**src/rtl/reg_serializer_pkg.sv**
```systemverilog
// Shared definitions for the register serializer: FSM encoding, default
// geometry and helpers that derive beat count and counter width.
package reg_serializer_pkg;

    typedef enum logic {
        IDLE  = 1'b0,
        SHIFT = 1'b1
    } ser_state_e;

    localparam int unsigned DEF_BIT_LENGTH = 32;
    localparam int unsigned DEF_CHUNK      = 8;
    localparam int unsigned NBEATS         = DEF_BIT_LENGTH / DEF_CHUNK;
    localparam int unsigned CNT_W          = $clog2(NBEATS);

    // Beats needed to unload one word.
    function automatic int unsigned nbeats_f(input int unsigned bit_length,
                                             input int unsigned chunk);
        return bit_length / chunk;
    endfunction

    // Counter width; at least one bit even for degenerate geometries.
    function automatic int unsigned cnt_w_f(input int unsigned nbeats);
        return (nbeats > 1) ? $clog2(nbeats) : 1;
    endfunction

endpackage

```
**src/rtl/reg_serializer_beat_counter.sv**
```systemverilog
// Beat counter: counts accepted beats 0..LAST, synchronous clear and
// enable, terminal-count flag while the count sits at LAST.
module beat_counter
    import reg_serializer_pkg::*;
#(
    parameter int unsigned WIDTH = CNT_W,
    parameter int unsigned LAST  = NBEATS - 1
) (
    input  logic clk_i,
    input  logic rst_i,
    input  logic clr_i,
    input  logic en_i,
    output logic tc_o
);

    localparam logic [WIDTH-1:0] LAST_C = WIDTH'(LAST);

    logic [WIDTH-1:0] cnt_q;
    logic [WIDTH-1:0] cnt_d;

    assign tc_o = (cnt_q == LAST_C);

    // Next count: clear wins, and the count wraps at LAST so it never exceeds it.
    always_comb begin
        cnt_d = cnt_q;
        if (clr_i) begin
            cnt_d = '0;
        end else if (en_i) begin
            cnt_d = tc_o ? '0 : cnt_q + WIDTH'(1);
        end
    end

    // Count register with synchronous reset.
    always_ff @(posedge clk_i) begin
        if (rst_i) begin
            cnt_q <= '0;
        end else begin
            cnt_q <= cnt_d;
        end
    end

endmodule

```
**src/rtl/reg_serializer.sv**
```systemverilog
// Parallel-to-serial unloader: captures a BIT_LENGTH word on load and
// emits it CHUNK bits per beat, LSB chunk first, over a valid/ready link.
module reg_serializer
    import reg_serializer_pkg::*;
#(
    parameter int unsigned BIT_LENGTH = DEF_BIT_LENGTH,
    parameter int unsigned CHUNK      = DEF_CHUNK
) (
    input  logic                  clk,
    input  logic                  rst,
    input  logic                  load,
    input  logic [BIT_LENGTH-1:0] parIn,
    output logic [CHUNK-1:0]      outData,
    output logic                  outValid,
    input  logic                  outReady,
    output logic                  outLast,
    output logic                  busy,
    output logic                  done
);

    localparam int unsigned NB = nbeats_f(BIT_LENGTH, CHUNK);
    localparam int unsigned CW = cnt_w_f(NB);

    generate
        if ((BIT_LENGTH % CHUNK) != 0 || NB < 2) begin : g_bad_geometry
            $error("reg_serializer: BIT_LENGTH must be a multiple of CHUNK with at least 2 beats");
        end
    endgenerate

    ser_state_e            state_q, state_d;
    logic [BIT_LENGTH-1:0] shreg_q, shreg_d;
    logic                  done_q,  done_d;
    logic                  cnt_clr;
    logic                  cnt_en;
    logic                  cnt_tc;

    beat_counter #(
        .WIDTH (CW),
        .LAST  (NB - 1)
    ) u_beat_counter (
        .clk_i (clk),
        .rst_i (rst),
        .clr_i (cnt_clr),
        .en_i  (cnt_en),
        .tc_o  (cnt_tc)
    );

    // Next-state: capture on load in IDLE, shift out on each accepted beat.
    // load is only looked at in IDLE, so it cannot disturb a word in flight.
    always_comb begin
        state_d = state_q;
        shreg_d = shreg_q;
        done_d  = 1'b0;
        cnt_clr = 1'b0;
        cnt_en  = 1'b0;
        unique case (state_q)
            IDLE: begin
                if (load) begin
                    shreg_d = parIn;
                    cnt_clr = 1'b1;
                    state_d = SHIFT;
                end
            end
            SHIFT: begin
                if (outReady) begin
                    shreg_d = shreg_q >> CHUNK;
                    cnt_en  = 1'b1;
                    if (cnt_tc) begin
                        state_d = IDLE;
                        done_d  = 1'b1;
                    end
                end
            end
            default: state_d = IDLE;
        endcase
    end

    // State, shift register and done pulse; reset overrides load and transfers.
    always_ff @(posedge clk) begin
        if (rst) begin
            state_q <= IDLE;
            shreg_q <= '0;
            done_q  <= 1'b0;
        end else begin
            state_q <= state_d;
            shreg_q <= shreg_d;
            done_q  <= done_d;
        end
    end

    // Outputs come straight from registers; the register is zero-filled as it
    // shifts, so outData reads 0 once a word has fully drained.
    assign outData  = shreg_q[CHUNK-1:0];
    assign outValid = (state_q == SHIFT);
    assign busy     = (state_q == SHIFT);
    assign done     = done_q;
    assign outLast  = (state_q == SHIFT) && cnt_tc;

endmodule

```
**config.mk**
```make
export PLATFORM = sky130hd
export DESIGN_NAME = reg_serializer
export DESIGN_NICKNAME = d
export VERILOG_FILES = /design/src/rtl/reg_serializer_pkg.sv /design/src/rtl/reg_serializer_beat_counter.sv /design/src/rtl/reg_serializer.sv
export SDC_FILE = /design/constraint.sdc
export NUM_CORES = 1
export LEC_CHECK = 0
export CORE_MARGIN = 2
export CORE_UTILIZATION = 45
export DETAILED_ROUTE_END_ITERATION = 16
export PLACE_DENSITY = 0.77
export SLEW_MARGIN = 20
export SYNTH_ARGS = -nofsm -noshare
export SYNTH_HDL_FRONTEND = slang
export SYNTH_SLANG_ARGS = --single-unit
```
**constraint.sdc**
```tcl
create_clock -name clk -period 1.7 [get_ports clk]
set_clock_uncertainty 0.1 [all_clocks]
set_input_delay 0.255 -clock clk [delete_from_list [all_inputs] [get_ports clk]]
set_output_delay 0.255 -clock clk [all_outputs]
set_load 0.005 [all_outputs]
```
==> impl_metrics.py, run 1 <==
metrics = {
    "outcome": {
        "status": "finished clean",
    },
    "worst_setup_path": {
        "crit_path_end_kind": "output pin",
        "crit_path_max_fanout": 12,
        "cp_data_arrival_time_ps": 1270,
        "slowest_delay_ps": 530,
        "cp-start-kind": "flop",
        "required_ps": 1340,
        "critPathBufInv": 1,
        "crit_path_top_delay_cell": "clkdlybuf4s50_1",
        "crit_family": "buffers and inverters",
        "crit_chain": "clkdlybuf4s50_1",
        "path_class": "flop to output pin",
    },
    "clocking": {
        "h-tree-depth": 2,
        "cts-root-buf": "clkbuf_8",
        "path_clk_slew_ps": 70,
        "clk_path_buf_depth": 2,
        "cts.sinks": 36,
        "clk_latency_ps": 280,
        "cts_tree": "yes",
        "cts_buffers": 5,
    },
    "timing": {
        "holdWs_ps": 272,
        "finalCritPeriodShare": 0.955,
        "max-slew-margin-rel": 0.626,
        "finalHoldViolCount": 0,
        "tightest_slew_ps": 561,
        "fmax_ghz": 0.616,
        "period_minus_slack_ps": 1620,
        "rsz0062_at_grt": "no",
        "fin_ws_ps": 76.2,
        "finalSetupViolations": 0,
        "drv_slew": 0,
    },
    "logic_synthesis": {
        "ys_seq_elements": 36,
        "ys_warn_count": 0,
        "synth_top_cell_by_area": "dfxtp_1",
        "synthArstFlopShare": 0,
        "synth_most_common_cell": "dfxtp_1",
        "ys_types": 22,
        "synth_nets": 200,
        "avgSynthCellArea_um2": 10.5,
        "ys_seq_area_frac": 0.423,
        "syn_inst": 162,
        "ys.flop_type": "dfxtp_1",
        "synthTopCellsByArea": "dfxtp_1 (42%), a211oi_2 (15%), mux2i_1 (14%)",
        "synth_top_area_share": 0.423,
        "synth_commonest_cells": "dfxtp_1 (36), nor2_1 (34), mux2i_1 (24), a211oi_2 (20), buf_4 (10)",
        "syn_area_mm2": 0.00170,
        "synth_edf_count": 0,
    },
    "place": {
        "dpl.hpwl_mm": 2.56,
        "gp_routability_congestion": 0.724,
        "dp_cells": 240,
        "dp_slack_ps": -136,
        "io_buffers": 47,
    },
    "floorplan": {
        "die_h_um": 65.5,
        "io_pins": 48,
        "row_count": 22,
        "die_x_um": 65.5,
        "start_util": 0.465,
        "die-area_mm2": 0.00430,
        "coreArea_mm2": 0.00366,
    },
    "final_layout": {
        "final_nets": 239,
        "fillers": 312,
        "regArea_um2": 727,
        "layoutNonFillerInstCount": 250,
        "multiInputGateArea_um2": 821,
        "area_growth_pct": 31.1,
        "diodes": 0,
        "drive_above_1_share": 0.203,
        "finalCoreUtilization": 0.610,
    },
    "power": {
        "combinationalPowerShare": 0.201,
        "ir_drop_uv": 562,
        "switchingPower_w": 0.000496,
        "seqPwrFrac": 0.487,
        "p_sw_frac": 0.253,
        "clock_power_share": 0.311,
        "p_leak_nw": 0.856,
        "p_int_w": 0.00146,
        "powerDensity_mw_per_mm2": 876,
    },
    "route": {
        "wire_per_inst_um": 14.1,
        "post-route-drc-count": 0,
        "num_vias": 1279,
        "drt_iter0_drc": 40,
        "viasPerCell": 5.12,
        "ant_nets": 0,
        "dr.pass1.iters": 4,
        "drt-total-wl_mm": 3.53,
    },
    "job": {
        "drv_cap": 0,
    },
    "global_route": {
        "grt_pass1_vias": 1275,
        "track_usage": 0.178,
        "grt_max_degree": 49,
        "grt_overflow": 0,
        "antenna_found_initial": 0,
        "grt_pass1_wl_mm": 5.81,
    },
    "hold_path": {
        "worstHoldPathType": "input port to flop",
    },
}
[repair_timing]
action                                  in CTS  in global routing
endpoints found under the setup margin       3                  1
hold buffers                                 0                  0
resized for setup                            4                  1
setup buffers                                2                  0
[final cells by class]
cell class	instances	share of cell area
repair buffers	55	0.240
clock buffers	8	0.0403
flip-flops and latches	36	0.325
well taps	48	0.0269
multi-input cells	103	0.367
[cell usage in the layout, fill, tap and decap left out, drive strengths merged, types with 2 or more instances in the layout]
master / n
dfxtp: 36
buf: 9
a211oi: 24
clkbuf: 8
nor2: 34
a22oi: 8
clkdlybuf4s50: 45
ha: 2
mux2i: 25
nand2: 2
[power groups by stage]
stage | logic [W] | registers [W] | clock network (W)
after floorplan | 0.000276 | 0.000955 | 0
after global placement | 0.000380 | 0.000970 | 0
after detailed placement | 0.000392 | 0.000975 | 0
after CTS | 0.000397 | 0.000954 | 0.000619
after global routing | 0.000424 | 0.000962 | 0.000672
final | 0.000394 | 0.000954 | 0.000609
[kinds of logic after synthesis]
logic type      count (synthesis)  share of synthesized area
mux                            26                      0.158
flops                          36                      0.423
compound gates                 35                      0.213
simple gates                   40                     0.0947
buf+inv                        23                     0.0969
fa+ha+maj                       2                     0.0147
[per-stage QoR]
stage	total power [W]	instance area (µm²)	TNS, ps
global route	0.00206	2230	0
detailed placement	0.00137	2120	-2600
finish	0.00196	2230	0
global placement	0.00135	2120	-1040
floorplan	0.00123	1700	0
CTS	0.00197	2230	0
[final timing paths]
kind | startpoint | endpoint | slack, ps | cells after the start
worst max register to register | busy | shreg_q[20] | 150 | 3
worst min register to register | shreg_q[6] | shreg_q[6] | 400 | 2
worst max-delay path | busy | busy | 80 | 1
worst min-delay path | rst | shreg_q[31] | 270 | 2
[sequential cells by signal, summed over array words and instances (netlist names)]
signal and flops:
done 1, shreg_q 32, u_beat_counter.cnt_q 2, busy 1
[layer usage]
layer	up-vias	wire, µm	global-route usage
li1	649	-	-
met1	594	1480	0.204
met2	32	1830	0.320
met3	4	171	0.0445
met4	0	44	0.0625
met5	-	0	0
No activity file was read; power rests on OpenSTA's default activity.
==> run 2, diff against run 1 <==
CELL_PAD_IN_SITES_DETAIL_PLACEMENT = 1   (was not set)
CELL_PAD_IN_SITES_GLOBAL_PLACEMENT = 1   (was not set)
CORE_UTILIZATION = 36   (was 45)
PLACE_DENSITY = 0.8   (was 0.77)
==> impl_metrics.py, run 2 (synthesis gave the netlist of run 1 again) <==
metrics = {
    "route": {
        "drt-total-wl_mm": 4.17,
        "drt_iter0_drc": 72,
        "wire_per_inst_um": 16.4,
        "viasPerCell": 5.14,
        "dr.pass1.iters": 4,
        "post-route-drc-count": 0,
        "ant_nets": 0,
        "num_vias": 1306,
    },
    "hold_path": {
        "holdCritStartpoint": "rst",
        "worstHoldPathType": "input port to flop",
        "hold_end": "shreg_q[30]",
        "hold_depth": 2,
    },
    "global_route": {
        "grt_max_degree": 49,
        "track_usage": 0.165,
        "grt_overflow": 0,
        "antenna_found_initial": 0,
        "grt_pass1_vias": 1407,
        "grt_pass1_wl_mm": 6.53,
    },
    "final_layout": {
        "largest-register": "shreg_q",
        "area_growth_pct": 30.7,
        "diodes": 0,
        "layout_common_cells": "clkdlybuf4s50_1 (45), nor2_1 (34), dfxtp_1 (33)",
        "largest_reg_flops": 32,
        "layoutNonFillerInstCount": 254,
        "final_nets": 237,
        "drive_above_1_share": 0.195,
        "reg.largest.list": "shreg_q x32, u_beat_counter.cnt_q x2",
        "finalInstanceArea_mm2": 0.00223,
        "final_common_cell": "clkdlybuf4s50_1",
    },
    "timing": {
        "finalCritPeriodShare": 0.954,
        "max-slew-margin-rel": 0.602,
        "fmax_ghz": 0.617,
        "period_minus_slack_ps": 1620,
        "tightest_slew_ps": 597,
        "finalHoldViolCount": 0,
        "drv_slew": 0,
        "finalSetupViolations": 0,
        "tns_ps": 0,
        "rsz0062_at_grt": "no",
    },
    "floorplan": {
        "die-area_mm2": 0.00530,
        "start_util": 0.368,
        "die_x_um": 72.8,
        "io_pins": 48,
        "row_count": 25,
        "coreArea_mm2": 0.00463,
        "die_h_um": 72.8,
    },
    "clocking": {
        "clk_path_buf_depth": 2,
        "cts_setup_buffers": 0,
        "cts_buffers": 5,
        "clk_latency_ps": 290,
        "h-tree-depth": 2,
        "cts.sinks": 36,
        "path_clk_slew_ps": 70,
        "cts-root-buf": "clkbuf_8",
        "cts_tree": "yes",
    },
    "worst_setup_path": {
        "reg2regPathDepth": 5,
        "timing.rr.start": "busy",
        "r2r_slack_ps": 140,
        "required_ps": 1340,
        "path_class": "flop to output pin",
        "crit_path_max_fanout": 4,
        "crit_family": "flip-flops",
        "regToRegEndpoint": "u_beat_counter.cnt_q[1]",
        "crit_chain": "ha_1 > and2_1 > dlygate4sd2_1",
        "crit_path_end_kind": "output pin",
        "startpoint": "u_beat_counter.cnt_q[0]",
        "cp-start-kind": "flop",
        "slowest_delay_ps": 360,
        "critPathBufInv": 1,
        "crit_path_top_delay_cell": "dfxtp_4",
        "cp_data_arrival_time_ps": 1270,
    },
    "place": {
        "placed_area_mm2": 0.00213,
        "gp_routability_congestion": 0.738,
        "dp_cells": 246,
        "io_buffers": 47,
        "dpl.hpwl_mm": 2.93,
    },
    "power": {
        "clock_power_share": 0.316,
        "combinationalPowerShare": 0.204,
        "p_sw_frac": 0.264,
        "powerDensity_mw_per_mm2": 890,
        "seqPwrFrac": 0.480,
        "p_leak_nw": 0.846,
        "p_int_w": 0.00146,
        "ir_drop_uv": 370,
        "switchingPower_w": 0.000522,
    },
    "outcome": {
        "status": "finished clean",
    },
    "job": {
        "drv_cap": 0,
    },
}
## run 2: power groups by stage
stage | logic (W) | registers (W) | clock network (W)
floorplan | 0.000276 | 0.000955 | 0
global placement | 0.000388 | 0.000965 | 0
detailed placement | 0.000405 | 0.000971 | 0
finish | 0.000404 | 0.000951 | 0.000627
CTS | 0.000410 | 0.000952 | 0.000650
global route | 0.000442 | 0.000959 | 0.000688
## run 2: layout make-up
cell class	count	area (µm²)
tap	54	67.6
timing repair buffer	53	522
sequential	36	727
fill	510	2400
multi-input combinational	103	821
clock buffer	8	90.1
## run 2: repair_timing
action | in CTS | in global routing
resized for setup | 4 | 1
endpoints found under the setup margin | 1 | 1
hold buffers | 0 | 0
## run 2: through the flow
| stage | hold WS (ps) | worst slack (ps) | util | power, W |
|---|---|---|---|---|
| finish | 350 | 78.2 | 0.481 | 0.00198 |
| global route | 376 | 0.0404 | 0.481 | 0.00209 |
| CTS | 337 | 56.0 | 0.481 | 0.00201 |
| detailed placement | 395 | -173 | 0.460 | 0.00138 |
| global placement | 372 | -47.0 | 0.460 | 0.00135 |
| floorplan | 270 | 304 | - | 0.00123 |
## run 2: metal layers
metal  global-route usage  up-vias  share of wire
met4               0.0761        0          0.021
met1                0.182      627           0.40
li1                     -      639              -
met5                    0        -              0
met3               0.0470        8          0.044
met2                0.293       32           0.54
## run 2: worst max path at each step
| stage | to | cells after the start |
|---|---|---|
| 2_1_floorplan | shreg_q[0] | 5 |
| 6_report | outLast | 3 |
| 3_3_place_gp | shreg_q[21] | 4 |
| 5_1_grt | u_beat_counter.cnt_q[0] | 5 |
| 3_5_place_dp | shreg_q[27] | 5 |
| 4_1_cts | outLast | 3 |
